`config.mk`:
```
export PLATFORM = sky130hd
export DESIGN_NAME = warp_table
export DESIGN_NICKNAME = d
export VERILOG_FILES = /design/src/rtl/warp_table.sv
export SDC_FILE = /design/constraint.sdc
export NUM_CORES = 1
export LEC_CHECK = 0
export BUFFER_PORTS_ARGS = -buffer_cell sky130_fd_sc_hd__buf_2
export CELL_PAD_IN_SITES_DETAIL_PLACEMENT = 1
export CELL_PAD_IN_SITES_GLOBAL_PLACEMENT = 2
export CORE_ASPECT_RATIO = 1.5
export CORE_MARGIN = 4
export CORE_UTILIZATION = 30
export DETAILED_ROUTE_END_ITERATION = 12
export PLACE_DENSITY_LB_ADDON = 0.1
export REMOVE_ABC_BUFFERS = 1
export SYNTH_ARGS = -nofsm -noshare
export SYNTH_HDL_FRONTEND = slang
export SYNTH_SLANG_ARGS = --single-unit
```
`constraint.sdc`:
```
create_clock -name clk -period 3.6 [get_ports clk]
set_input_delay 0.72 -clock clk [delete_from_list [all_inputs] [get_ports clk]]
set_output_delay 0.72 -clock clk [all_outputs]
set_load 0.05 [all_outputs]
```
`src/rtl/warp_table.sv`:
```
`default_nettype none
// ============================================================================
// warp_table : DEPTH x WIDTH FIFO with registered pop data and empty-bypass
// Rev 1.0
// ============================================================================
module warp_table #(
    parameter int WIDTH = 44,
    parameter int DEPTH = 32
) (
    input  logic             clk,
    input  logic             rst_n,
    input  logic             read_en,
    input  logic             write_en,
    output logic [WIDTH-1:0] read_data,
    output logic             read_valid,
    input  logic [WIDTH-1:0] write_data,
    output logic             fifo_empty,
    output logic             fifo_vacant,
    output logic             fifo_full
);

    localparam int AW = $clog2(DEPTH);

    localparam logic [AW:0]   c_FULL_CNT   = (AW+1)'(DEPTH);
    localparam logic [AW:0]   c_VACANT_MAX = (AW+1)'(DEPTH - 2);
    localparam logic [AW:0]   c_CNT_ONE    = (AW+1)'(1);
    localparam logic [AW-1:0] c_PTR_ONE    = (AW)'(1);

    logic [WIDTH-1:0] mem_q [DEPTH];

    logic [AW-1:0]    rd_ptr_q, rd_ptr_d;
    logic [AW-1:0]    wr_ptr_q, wr_ptr_d;
    logic [AW:0]      count_q, count_d;
    logic [WIDTH-1:0] read_data_q, read_data_d;
    logic             read_valid_q, read_valid_d;
    logic             mem_we;

    logic w_empty;
    logic w_full;

    assign w_empty = (count_q == '0);
    assign w_full  = (count_q == c_FULL_CNT);

    always_comb begin
        rd_ptr_d     = rd_ptr_q;
        wr_ptr_d     = wr_ptr_q;
        count_d      = count_q;
        read_data_d  = read_data_q;
        read_valid_d = 1'b0;
        mem_we       = 1'b0;

        if (read_en && w_empty) begin
            // Empty bypass: the write goes straight to the output, storage untouched.
            if (write_en) begin
                read_data_d  = write_data;
                read_valid_d = 1'b1;
            end
        end else if (read_en) begin
            read_data_d  = mem_q[rd_ptr_q];
            read_valid_d = 1'b1;
            rd_ptr_d     = rd_ptr_q + c_PTR_ONE;
            if (write_en) begin
                // Slot freed by this pop makes room even when full.
                mem_we   = 1'b1;
                wr_ptr_d = wr_ptr_q + c_PTR_ONE;
            end else begin
                count_d  = count_q - c_CNT_ONE;
            end
        end else if (write_en && !w_full) begin
            mem_we   = 1'b1;
            wr_ptr_d = wr_ptr_q + c_PTR_ONE;
            count_d  = count_q + c_CNT_ONE;
        end
    end

    always_ff @(posedge clk or negedge rst_n) begin
        if (!rst_n) begin
            rd_ptr_q     <= '0;
            wr_ptr_q     <= '0;
            count_q      <= '0;
            read_data_q  <= '0;
            read_valid_q <= 1'b0;
        end else begin
            rd_ptr_q     <= rd_ptr_d;
            wr_ptr_q     <= wr_ptr_d;
            count_q      <= count_d;
            read_data_q  <= read_data_d;
            read_valid_q <= read_valid_d;
        end
    end

    // Storage is not reset; occupancy alone decides which entries are live.
    always_ff @(posedge clk) begin
        if (mem_we) begin
            mem_q[wr_ptr_q] <= write_data;
        end
    end

    assign read_data   = read_data_q;
    assign read_valid  = read_valid_q;
    assign fifo_empty  = w_empty;
    assign fifo_full   = w_full;
    assign fifo_vacant = (count_q <= c_VACANT_MAX);

endmodule
`default_nettype wire

```
==> flow_summary.ini <==
[status]
status = finished clean

[floorplanning]
core_mm2 = 0.1867
die_w_um = 362.0
start_util = 0.3021
rows = 194
die_y_um = 539.0
dieArea_mm2 = 0.1951
ios = 96

[sta]
fin_ws_ns = 0.3202
final.period_utilization = 0.9111
worst_pin_slew_ns = 0.9245
slew_headroom = 0.3780
finClkSkew_ns = 0.02612
clock.fmax_ghz = 0.3049
hold_slack_ns = 0.3286
rsz0062_at_grt = false
hold_viol_final = 0
slew_viol_final = 0
setup_viol = 0
min_period_ns = 3.280
fin_tns_setup_ns = 0

[synth]
syn_area_mm2 = 0.05640
synth_top_area_frac = 0.7497
synth_top_area_cell = edfxtp_1
synth-edff-count = 1408
synth.ff_latch_count = 1469
ys_warn_count = 0
synthArstFlopShare = 0.04152
synth_area_per_cell_um2 = 22.53
ys.flop_type = edfxtp_1
synth_area_leaders = edfxtp_1 75%, mux4_2 14%, dfrtp_1 2.7%
ys_seq_area_frac = 0.7767
ys_types = 50
synth_cells = 2503

[placement]
placed_area_mm2 = 0.06157
pre_cts_ws_ns = 0.4548
dp_hpwl_mm = 103.1
dpl.cell_count = 5087
place_congestion = 0.7310
placement.io_buffers = 95

[clock_tree]
clock_latency_ns = 0.78
clk_root_buffer_cell = clkbuf_16
cts_tree = built
htreeDepth = 4
cts_buffers = 151
clock_path_buffers = 3
postCtsSetupBuffers = 0
cts_num_sinks = 1469
clk_pin_slew_ns = 0.06

[worst_setup_path]
critPathLaunchType = register
critPathMaxFanout = 8
rr_startpoint = rd_ptr_q[0]$_DFFE_PN0P_
critPathKind = reg -> out
worstPathRequired_ns = 2.88
rr_worst_depth = 8
timing.rr.end = read_data[26]$_DFFE_PN0P_
cp-end-kind = primary output
rrSetupSlack_ns = 0.53
crit_arrival_ns = 2.56

[pwr]
ir_worst_vdd_uv = 466.9
powerDensity_mw_per_mm2 = 781.6
power_leakage_nw = 21.12

[flow_run]
cap_violations = 0

[grt]
grt_pass1_wl_mm = 237.9
grt-ovfl-total = 0
grt_max_degree = 60
grt_pass1_vias = 29950
antenna_found_initial = 7
grt_usage = 0.1726

[min_path]
worstHoldEndpoint = mem_q[6][0]$_DFFE_PP_
hold_class = in -> reg
hold_start = write_data[0]
whs_path_depth = 1

[route]
dr.pass1.iters = 10
first_iter_violations = 1927
num_vias = 26870
drc_errors = 0
avgViaCountPerCell = 5.005
finalWirelength_mm = 167.5
antenna_left = 0
wl_per_cell_um = 31.20

[finish]
final_nets = 2849
syn_to_final_growth_pct = 17.53
drive_gt1_frac = 0.3047
finalInstanceArea_mm2 = 0.06628
instances_no_fill = 5368
## synthesized netlist by cell type, types with 6 or more instances
cell type,count
a22o_1,34
inv_1,63
a222oi_1,27
nor3b_1,28
dfrtp_1,61
nor2b_1,31
xnor2_1,11
a22oi_1,17
nand2_1,9
o221ai_1,35
nor2_1,62
o31ai_1,18
a211oi_1,61
edfxtp_1,1408
clkbuf_1,56
mux2i_1,96
buf_1,10
mux4_2,346
ha_1,9
buf_4,16
buf_6,6
buf_2,51
## layout make-up
cell class	count	area, um2
Fill cell	17870	120400
Clock inverter	94	758.2
Tap cell	2450	3065
Sequential cell	1469	43820
Timing Repair Buffer	275	2532
Inverter	64	240.2
Clock buffer	182	3926
Antenna cell	4	10.01
Multi-Input combinational cell	830	11930
## registers in the layout (all words and copies together) (netlist names)
name	flops
rd_ptr_q	5
mem_q	1408
read_valid	1
wr_ptr_q	5
count_q	6
read_data	44
## per-layer routing
metal  global-route usage  up-vias  wire length, um
met3              0.02173      175             4724
met5                    0        -               13
met4              0.03829        2             2826
met1               0.2127    15010            67730
li1                     -    11210                -
met2               0.3217      471            92200
## how the worst max path moves through the flow
stage                               end  cells after the start  slack [ns]                    start
3_3_place_gp     mem_q[20][2]$_DFFE_PP_                      7        0.47                  read_en
6_report                     fifo_empty                      3        0.32   count_q[0]$_DFFE_PN0P_
2_1_floorplan  read_data[0]$_DFFE_PN0P_                      4      -12.22  rd_ptr_q[0]$_DFFE_PN0P_
5_1_grt                      fifo_empty                      3        0.22   count_q[0]$_DFFE_PN0P_
4_1_cts                      fifo_empty                      3        0.05   count_q[0]$_DFFE_PN0P_
3_5_place_dp     mem_q[20][0]$_DFFE_PP_                      7        0.45                  read_en
## layout by cell type (no fill, tap or decap), drive strengths merged, types with 2 or more instances in the layout
master / n
nand2: 10
a21oi: 3
bufinv: 6
o221ai: 35
o311ai: 2
o21ai: 4
clkinv: 79
o31ai: 18
diode: 4
or3b: 2
a22oi: 17
dfrtp: 61
edfxtp: 1408
nand2b: 3
clkbuf: 182
inv: 72
nand3b: 4
a22o: 34
a31oi: 2
nor4: 2
nor2: 62
ha: 9
buf: 274
nor2b: 31
mux4: 346
nand4: 4
a211oi: 61
mux2i: 96
nand3: 2
nor3b: 28
xnor2: 11
a222oi: 27
nor3: 2
mux2: 3
## worst max-delay path, cell delays in order (launching register included)
cell and delay (ns):
dfrtp_1 0.45, or4_4 0.66, nor3_2 0.33, buf_2 0.34
## metrics by stage
stage          utilization  power, mW
2_1_floorplan            -      28.49
6_report            0.3551      51.81
3_5_place_dp        0.3299      37.79
4_1_cts             0.3550      53.01
5_1_grt             0.3551      54.27
3_3_place_gp        0.3299      37.55
## cell families after synthesis
kind of cell,synth area share
DFF,0.7767
muxes,0.1558
AOI/OAI and AO/OA,0.03150
buffers and inverters,0.01686
and+or+nand+nor,0.01489
xor gates and xnor gates,0.001864
adders and majority gates,0.002352
## power breakdown
| part | leakage [nW] | switching (mW) | total (mW) | internal (mW) |
|---|---|---|---|---|
| Combinational | 5.42 | 9.10 | 15.7 | 6.62 |
| Sequential | 13.4 | 0.967 | 21.1 | 20.1 |
| Clock | 2.31 | 6.70 | 15.0 | 8.28 |
| Total | 21.1 | 16.8 | 51.8 | 35.0 |
## what timing repair did
| action | in CTS | in global routing |
|---|---|---|
| hold buffers | 1 | 0 |
| hold endpoints to repair | 23 | 0 |
| setup endpoints to repair | 0 | 2 |
| gates resized for setup | 0 | 2 |
Note: power is estimated with default switching activity, not from simulation.
